--- src/rtl/cnt_accum.sv ---
// -----------------------------------------------------------------------------
// cnt_accum
//   Frame accumulator that sits after the cnt_bits popcount stage. It sums the
//   per-beat population counts of a frame (terminated by in_last) and presents
//   the saturating total, the saturating beat count and a sticky saturation
//   flag on a valid/ready result port.
//
//   state | meaning
//   ------+--------------------------------------------------------------
//   ACC   | accumulating beats; in_ready=1 (except the first cycle after reset)
//   HOLD  | frame result presented on out_*; input side stalled
//
// Ports
//   clk        clock, rising edge
//   reset_     asynchronous active-low reset
//   clear      synchronous frame abort, overrides everything else
//   in_valid   in_cnt / in_last valid
//   in_ready   block accepts a beat (registered)
//   in_cnt     popcount of one beat, 0..IN (larger values are clamped to IN)
//   in_last    final beat of the frame
//   out_valid  frame result valid (registered)
//   out_ready  consumer accepts the result
//   out_sum    saturating sum of in_cnt over the frame
//   out_beats  saturating number of beats in the frame
//   out_sat    sum or beat counter saturated during the frame
// -----------------------------------------------------------------------------
module cnt_accum #(
    parameter int IN     = 128,
    parameter int CW     = $clog2(IN) + 1,
    parameter int ACC_W  = 16,
    parameter int BEAT_W = 8
) (
    input  logic              clk,
    input  logic              reset_,
    input  logic              clear,
    input  logic              in_valid,
    output logic              in_ready,
    input  logic [CW-1:0]     in_cnt,
    input  logic              in_last,
    output logic              out_valid,
    input  logic              out_ready,
    output logic [ACC_W-1:0]  out_sum,
    output logic [BEAT_W-1:0] out_beats,
    output logic              out_sat
);

    typedef enum logic {
        ACC  = 1'b0,
        HOLD = 1'b1
    } state_t;

    // One spare bit above the wider operand so the overflow is observable.
    localparam int SW = ((ACC_W > CW) ? ACC_W : CW) + 1;

    localparam logic [CW-1:0] CNT_MAX = CW'(IN);
    localparam logic [SW-1:0] SUM_MAX = SW'({ACC_W{1'b1}});

    state_t            state;
    logic              accept;
    logic              handshake;
    logic [CW-1:0]     cnt_eff;
    logic [SW-1:0]     sum_wide;
    logic              sum_ovf;
    logic [ACC_W-1:0]  sum_next;
    logic              beat_ovf;
    logic [BEAT_W-1:0] beats_next;

    assign accept    = in_valid & in_ready;
    assign handshake = out_valid & out_ready;

    assign cnt_eff    = (in_cnt > CNT_MAX) ? CNT_MAX : in_cnt;
    assign sum_wide   = SW'(out_sum) + SW'(cnt_eff);
    assign sum_ovf    = (sum_wide > SUM_MAX);
    assign sum_next   = sum_ovf ? {ACC_W{1'b1}} : sum_wide[ACC_W-1:0];
    // The beat counter can only overflow when it is already at its maximum.
    assign beat_ovf   = &out_beats;
    assign beats_next = beat_ovf ? out_beats : out_beats + BEAT_W'(1);

    always_ff @(posedge clk or negedge reset_) begin
        if (!reset_) begin
            state     <= ACC;
            in_ready  <= 1'b0;
            out_valid <= 1'b0;
            out_sum   <= '0;
            out_beats <= '0;
            out_sat   <= 1'b0;
        end else if (clear) begin
            state     <= ACC;
            in_ready  <= 1'b1;
            out_valid <= 1'b0;
            out_sum   <= '0;
            out_beats <= '0;
            out_sat   <= 1'b0;
        end else begin
            case (state)
                ACC: begin
                    // Also raises in_ready on the first edge after reset.
                    in_ready <= 1'b1;
                    if (accept) begin
                        out_sum   <= sum_next;
                        out_beats <= beats_next;
                        out_sat   <= out_sat | sum_ovf | beat_ovf;
                        if (in_last) begin
                            state     <= HOLD;
                            in_ready  <= 1'b0;
                            out_valid <= 1'b1;
                        end
                    end
                end
                HOLD: begin
                    if (handshake) begin
                        state     <= ACC;
                        in_ready  <= 1'b1;
                        out_valid <= 1'b0;
                        out_sum   <= '0;
                        out_beats <= '0;
                        out_sat   <= 1'b0;
                    end
                end
                default: begin
                    state     <= ACC;
                    in_ready  <= 1'b0;
                    out_valid <= 1'b0;
                end
            endcase
        end
    end

endmodule

--- config.mk ---
export PLATFORM = sky130hd
export DESIGN_NAME = cnt_accum
export DESIGN_NICKNAME = d
export VERILOG_FILES = /design/src/rtl/cnt_accum.sv
export SDC_FILE = /design/constraint.sdc
export NUM_CORES = 1
export LEC_CHECK = 0
export ABC_CLOCK_PERIOD_IN_PS = 3000
export CORE_MARGIN = 2
export CORE_UTILIZATION = 50
export CTS_CLUSTER_SIZE = 25
export DETAILED_ROUTE_END_ITERATION = 16
export PLACE_DENSITY_LB_ADDON = 0.1
export RECOVER_POWER = 25
export SLEW_MARGIN = 20
export SYNTH_ARGS = -nofsm -noshare
export SYNTH_HDL_FRONTEND = slang
export SYNTH_SLANG_ARGS = --single-unit
--- constraint.sdc ---
create_clock -name clk -period 3 [get_ports clk]
set_clock_uncertainty 0.2 [all_clocks]
set_input_delay 0.6 -clock clk [delete_from_list [all_inputs] [get_ports clk]]
set_output_delay 0.6 -clock clk [all_outputs]
set_load 0.005 [all_outputs]
==> results of run 1 <==
==> cells in the final DEF, fill, tap and decap left out, drive strengths merged, types with 3 or more instances in the layout <==
cell type,count
a21o,4
a21oi,15
a31oi,4
and3,3
buf,26
clkbuf,4
clkdlybuf4s50,38
dfrtp,28
ha,9
inv,4
nand2,33
nand2b,4
nand3,10
nor2,17
nor2b,9
nor3,8
o21a,3
o21ai,21
o31ai,3
==> per-layer routing <==
| metal | vias up | part of all wire | wire length, um | global-route usage |
|---|---|---|---|---|
| met3 | 5 | 0.041 | 187 | 0.0299 |
| met2 | 46 | 0.50 | 2270 | 0.421 |
| met5 | - | 0 | 0 | 0 |
| li1 | 911 | - | - | - |
| met1 | 871 | 0.45 | 2030 | 0.320 |
| met4 | 0 | 0.0093 | 42 | 0.0734 |
==> flip-flops by register name, summed over array words and instances (netlist names) <==
signal / flops
out_sat: 1
out_beats: 8
out_valid: 1
state: 1
out_sum: 16
in_ready: 1
==> path summary, 6_finish.rpt <==
path	startpoint	end	slack, ps	depth (start not counted)
hold / removal	out_sat	out_sat	320	2
min in group asynchronous	reset_	out_sum[3]	930	2
hold reg to reg	out_sat	out_sat	320	2
setup / recovery	in_cnt[0]	out_sum[13]	230	12
setup reg to reg	out_sum[0]	out_sum[7]	630	10
max in group asynchronous	reset_	state	800	2
==> report_power, final <==
part / total (mW) / internal (mW) / switching [mW]
sequential: 0.409 / 0.394 / 0.0153
combinational: 0.224 / 0.116 / 0.108
clock: 0.163 / 0.0474 / 0.115
==> logic make-up (layout without fill, tap and decap cells) <==
| family | Yosys count | in the layout | share of synthesized area |
|---|---|---|---|
| xor gates and xnor gates | 2 | 2 | 0.00979 |
| DFF | 28 | 28 | 0.391 |
| AOI/OAI and AO/OA | 65 | 65 | 0.236 |
| buffers and inverters | 9 | 74 | 0.0203 |
| and+or+nand+nor | 96 | 96 | 0.269 |
| adders and majority gates | 10 | 10 | 0.0741 |
==> worst register-to-register path, stage by stage, from the launching register on <==
cell	delay [ps]
dfrtp_1	430
ha_1	220
inv_1	70
fa_1	170
nand2b_1	140
a21oi_2	80
a21oi_2	270
nor3_2	90
buf_4	160
o41ai_1	360
nand2_1	80
==> through the flow <==
step                setup slack, ps   util  cell area (sq um)  hold WS [ps]
detailed placement             -272  0.717               2430           287
floorplan                       371      -               1790           104
finish                          226  0.724               2450           316
global route                   49.9  0.724               2450           337
CTS                            99.4  0.724               2450           321
global placement               -219  0.717               2430           284
==> layout make-up <==
class,count,area [sq um]
clock buffers,3,22.5
fillers,268,936
inverters,4,15.0
multi-input cells,173,1060
flip-flops and latches,28,701
well taps,46,57.6
repair buffers,67,602
==> impl_metrics.csv, run 1 <==
group,metric,value,unit
outcome,status,"finished, violations left",
outcome,violations,"capacitance limit, slew limit",
worst_setup_path,path_cells,"clkdlybuf4s50_1 -> nor2b_1 -> ha_1 -> inv_1 -> fa_1 -> nand2b_1 -> a21oi_2 -> a21oi_2 -> nor3_2 -> buf_4 -> o21bai_1 -> a22o_1",
floorplanning,die-area,4080,sq um
drt,drtIter0Drc,99,
floorplanning,die_w,63.8,um
clock_network,cts_tree,"done",
logic_synthesis,synthFlopType,"dfrtp_1",
place,hpwl,3450,um
drt,num_vias,1833,
floorplanning,core-area,3390,sq um
worst_setup_path,cpPeakStageDelay,440,ps
clock_network,clock_latency,340,ps
place,place.port_buffers,40,
hold_path,hp-class,"flop to flop",
global_routing,grt_max_degree,29,
drt,routedWlPerCell,14.1,um
sta,finalSetupTns,0,ps
sta,post-route-period-util,0.925,
cells_and_area,final_layout_size_suffix_gt1_frac,0.145,
global_routing,gr-total-overflow,0,
worst_setup_path,path_class,"input pin to flop",
drt,drc,0,
power,powerDensity,324,nW/um^2
logic_synthesis,synth.distinct_cells,48,
clock_network,cts.sink_count,28,
worst_setup_path,worstPathArrival,2860,ps
worst_setup_path,cp_slowest_cell,"clkdlybuf4s50_1",
cells_and_area,fin_cells,321,
floorplanning,io_pins,41,
sta,max_freq,361,MHz
sta,finalSetupViolations,0,
sta,slew_headroom,-0.00315,
sta,hold_viol_final,0,
drt,routed_wl,4530,um
power,p_leak,1.11,nW
clock_network,cts_buffer_depth,2,
logic_synthesis,synthTopCellsByArea,"dfrtp_1, nand2_1, ha_1",
flow_run,drv_cap,1,
sta,report.final.slew_viol_count,28,
power,finalPower,0.795,mW
clock_network,cts_made_buffers,3,
sta,timing.final.crit_period,2770,ps
drt,viasPerCell,5.71,
worst_setup_path,endpoint_kind,"flop",
drt,drtAntennaViolNets,0,
clock_network,root_buffer,"clkbuf_4",
floorplanning,core.rowCount,21,
global_routing,grt_pass1_vias,1728,
worst_setup_path,cp_max_fo,6,
logic_synthesis,ys_ff_latch,28,
worst_setup_path,crit_top_cell,"a21oi_2",
logic_synthesis,avgSynthCellArea,8.53,sq um
logic_synthesis,synth_most_common_cell,"nand2_1",
cells_and_area,layout.nets,301,
worst_setup_path,required,3090,ps
place,gp_congestion,0.846,
cells_and_area,syn2layout_area_growth,37.0,%
global_routing,grtUsageTotal,0.244,
logic_synthesis,synth_top_area_frac,0.391,
floorplanning,initial_core_util,0.528,
sta,tightest_slew,1500,ps
sta,grt_setup_unrepaired,"false",
clock_network,postCtsHoldBufs,0,
global_routing,antenna_found_initial,0,
logic_synthesis,ys_seq_area_frac,0.391,
logic_synthesis,syn_area,1790,sq um
worst_setup_path,crit_buf_inv,3,
worst_setup_path,crit_path_start_kind,"input pin",
clock_network,cts_resized,0,
place,dpl.cell_count,318,
cells_and_area,diodes,0,
drt,firstDrtPassIters,4,
logic_synthesis,yosysTopAreaCell,"dfrtp_1",
logic_synthesis,syn_inst,210,
power,vdd_drop_max,0.266,mV
logic_synthesis,synthTopCellsByCount,"nand2_1, dfrtp_1, o21ai_0",
logic_synthesis,synth_nets,234,
global_routing,grt_pass1_wl,7920,um
clock_network,postCtsSetupRepairBufs,0,
floorplanning,die_y,63.8,um
clock_network,clkTransAtPathRegs,150,ps
logic_synthesis,synth-edff-count,0,
logic_synthesis,synth_warnings,0,
logic_synthesis,async_flop_share,1.00,
clock_network,htree_num_levels,1,
worst_setup_path,critPathTopFamily,"buffers and inverters",
Power figures use the tool's default switching activity.
==> run 2: changes to the inputs <==
- ABC_CLOCK_PERIOD_IN_PS: 3000 -> 2500
- CORE_UTILIZATION: 50 -> 45
- clock period: 3 -> 2.5 ns (I/O delays scaled with it)
==> impl_metrics.csv, run 2 (synthesis results as in run 1) <==
group,metric,value,unit
outcome,status,"complete, no violations",
hold_path,whs_path_depth,2,
cells_and_area,reg_top3,"out_sum (16), out_beats (8)",
floorplanning,die_w,67.1,um
clock_network,cts_made_buffers,3,
sta,timing.final.crit_period,2470,ps
power,vdd_drop_max,0.351,mV
hold_path,hp-class,"flop to flop",
place,place.port_buffers,40,
global_routing,grt_pass1_wl,8560,um
power,powerDensity,429,nW/um^2
cells_and_area,layout.nets,313,
cells_and_area,fillers,271,
cells_and_area,final_layout_size_suffix_gt1_frac,0.295,
drt,firstDrtPassIters,4,
worst_setup_path,crit_top_cell,"buf_4",
worst_setup_path,cpPeakStageDelay,420,ps
worst_setup_path,cp_max_fo,5,
worst_setup_path,required,2490,ps
clock_network,cts.sink_count,28,
sta,post-route-period-util,0.986,
power,p_leak,1.26,nW
hold_path,worstHoldStart,"out_sat",
worst_setup_path,path_class,"input pin to flop",
place,gp_congestion,0.817,
clock_network,htree_num_levels,1,
worst_setup_path,worstPathArrival,2450,ps
clock_network,clock_latency,290,ps
cells_and_area,syn2layout_area_growth,57.6,%
worst_setup_path,path_cells,"clkbuf_4 -> nand2b_1 -> inv_1 -> ha_4 -> a21oi_2 -> nor2b_2 -> a311o_2 -> buf_4 -> buf_4 -> xor2_1 -> o21ai_0 -> nand2_1",
worst_setup_path,endpoint_kind,"flop",
drt,viasPerCell,5.72,
cells_and_area,largest_reg_flops,16,
hold_path,min_to,"out_sat",
global_routing,antenna_found_initial,0,
sta,report.final.slew_viol_count,0,
worst_setup_path,crit_path_start_kind,"input pin",
flow_run,drv_cap,0,
cells_and_area,diodes,0,
clock_network,root_buffer,"clkbuf_8",
drt,num_vias,1923,
worst_setup_path,reg2regPathDepth,10,
clock_network,cts_tree,"done",
worst_setup_path,r2r_start,"out_sum[0]",
floorplanning,io_pins,41,
floorplanning,core.rowCount,22,
global_routing,grt_max_degree,29,
place,hpwl,3540,um
floorplanning,die_y,67.1,um
worst_setup_path,cp-startpoint,"in_cnt[7]",
sta,finalSetupTns,0,ps
sta,max_freq,406,MHz
cells_and_area,final_cell_mix,"buf_4, nand2_1, clkdlybuf4s50_1",
drt,routed_wl,5530,um
global_routing,grt_pass1_vias,1932,
clock_network,cts_buffer_depth,2,
cells_and_area,top_register,"out_sum",
sta,tightest_slew,717,ps
sta,hold_viol_final,0,
drt,drtAntennaViolNets,0,
drt,drtIter0Drc,107,
floorplanning,core-area,3740,sq um
worst_setup_path,cp_slowest_cell,"a311o_2",
cells_and_area,multi_input_comb_area,1280,sq um
clock_network,postCtsHoldBufs,0,
cells_and_area,regArea,701,sq um
cells_and_area,layout_commonest_cell,"buf_4",
floorplanning,die-area,4500,sq um
clock_network,clkTransAtPathRegs,110,ps
cells_and_area,final_util,0.754,
worst_setup_path,reg2reg_setup_slack,130,ps
sta,slew_headroom,0.522,
drt,routedWlPerCell,16.5,um
global_routing,gr-total-overflow,0,
worst_setup_path,worstReg2RegEnd,"out_sum[5]",
global_routing,grtUsageTotal,0.252,
drt,drc,0,
sta,finalSetupViolations,0,
floorplanning,initial_core_util,0.478,
-- run 2: cell types whose count changed in the layout (fill, tap and decap cells not counted), moves of 5 or more --
cell and delta:
nor2b_4 +5, buf_4 +10, nor2b_1 -7, clkdlybuf4s50_1 -5
ha_4 +7, ha_1 -7
-- run 2: how the worst max path moves through the flow --
stage | endpoint | depth (start not counted)
finish | out_sum[5] | 12
global route | out_sum[5] | 12
CTS | out_sum[7] | 11
detailed placement | out_sum[7] | 10
global placement | out_sum[7] | 10
floorplan | out_sum[9] | 11
-- run 2: repair_timing --
action,CTS,global route
buffers inserted,2,2
setup endpoints to repair,17,12
pin swaps,19,14
endpoints found under the hold margin,0,0
resized for setup,34,26
-- run 2: area by class of cell --
cell class                      instances  area share
Inverter                                4     0.00532
Multi-Input combinational cell        173       0.452
Tap cell                               48      0.0213
Timing Repair Buffer                   79       0.247
Sequential cell                        28       0.248
Clock inverter                          1      0.0106
Clock buffer                            3      0.0146
-- run 2: metrics by stage --
stage	setup slack, ps	power, mW	hold slack, ps	std cells	area (sq um)
after floorplan	27.8	0.626	4.41	210	1790
after global placement	-624	0.777	277	328	2490
after global routing	-81.6	1.27	375	336	2820
after CTS	8.40	1.17	325	334	2700
after detailed placement	-666	0.779	293	328	2490
final	34.4	1.21	318	336	2820
-- run 2: routing by layer --
metal | track usage | part of all wire | wire length, um
met5 | 0 | 0 | 0
met4 | 0.0969 | 0.019 | 104
met3 | 0.0304 | 0.044 | 241
met2 | 0.443 | 0.52 | 2880
met1 | 0.310 | 0.42 | 2310
-- run 2: power breakdown --
| part | internal (mW) | switching, mW | total (mW) |
|---|---|---|---|
| Clock | 0.215 | 0.154 | 0.369 |
| Sequential | 0.472 | 0.0244 | 0.496 |
| Combinational | 0.184 | 0.161 | 0.345 |
| Total | 0.870 | 0.340 | 1.21 |
-- run 2: worst max-delay path: cells and delay by family --
kind            cells  cell delay [ps]
compound gates      3              740
buf+inv             4              540
simple gates        3              310
fa+ha+maj           1              200
xor+xnor            1              160
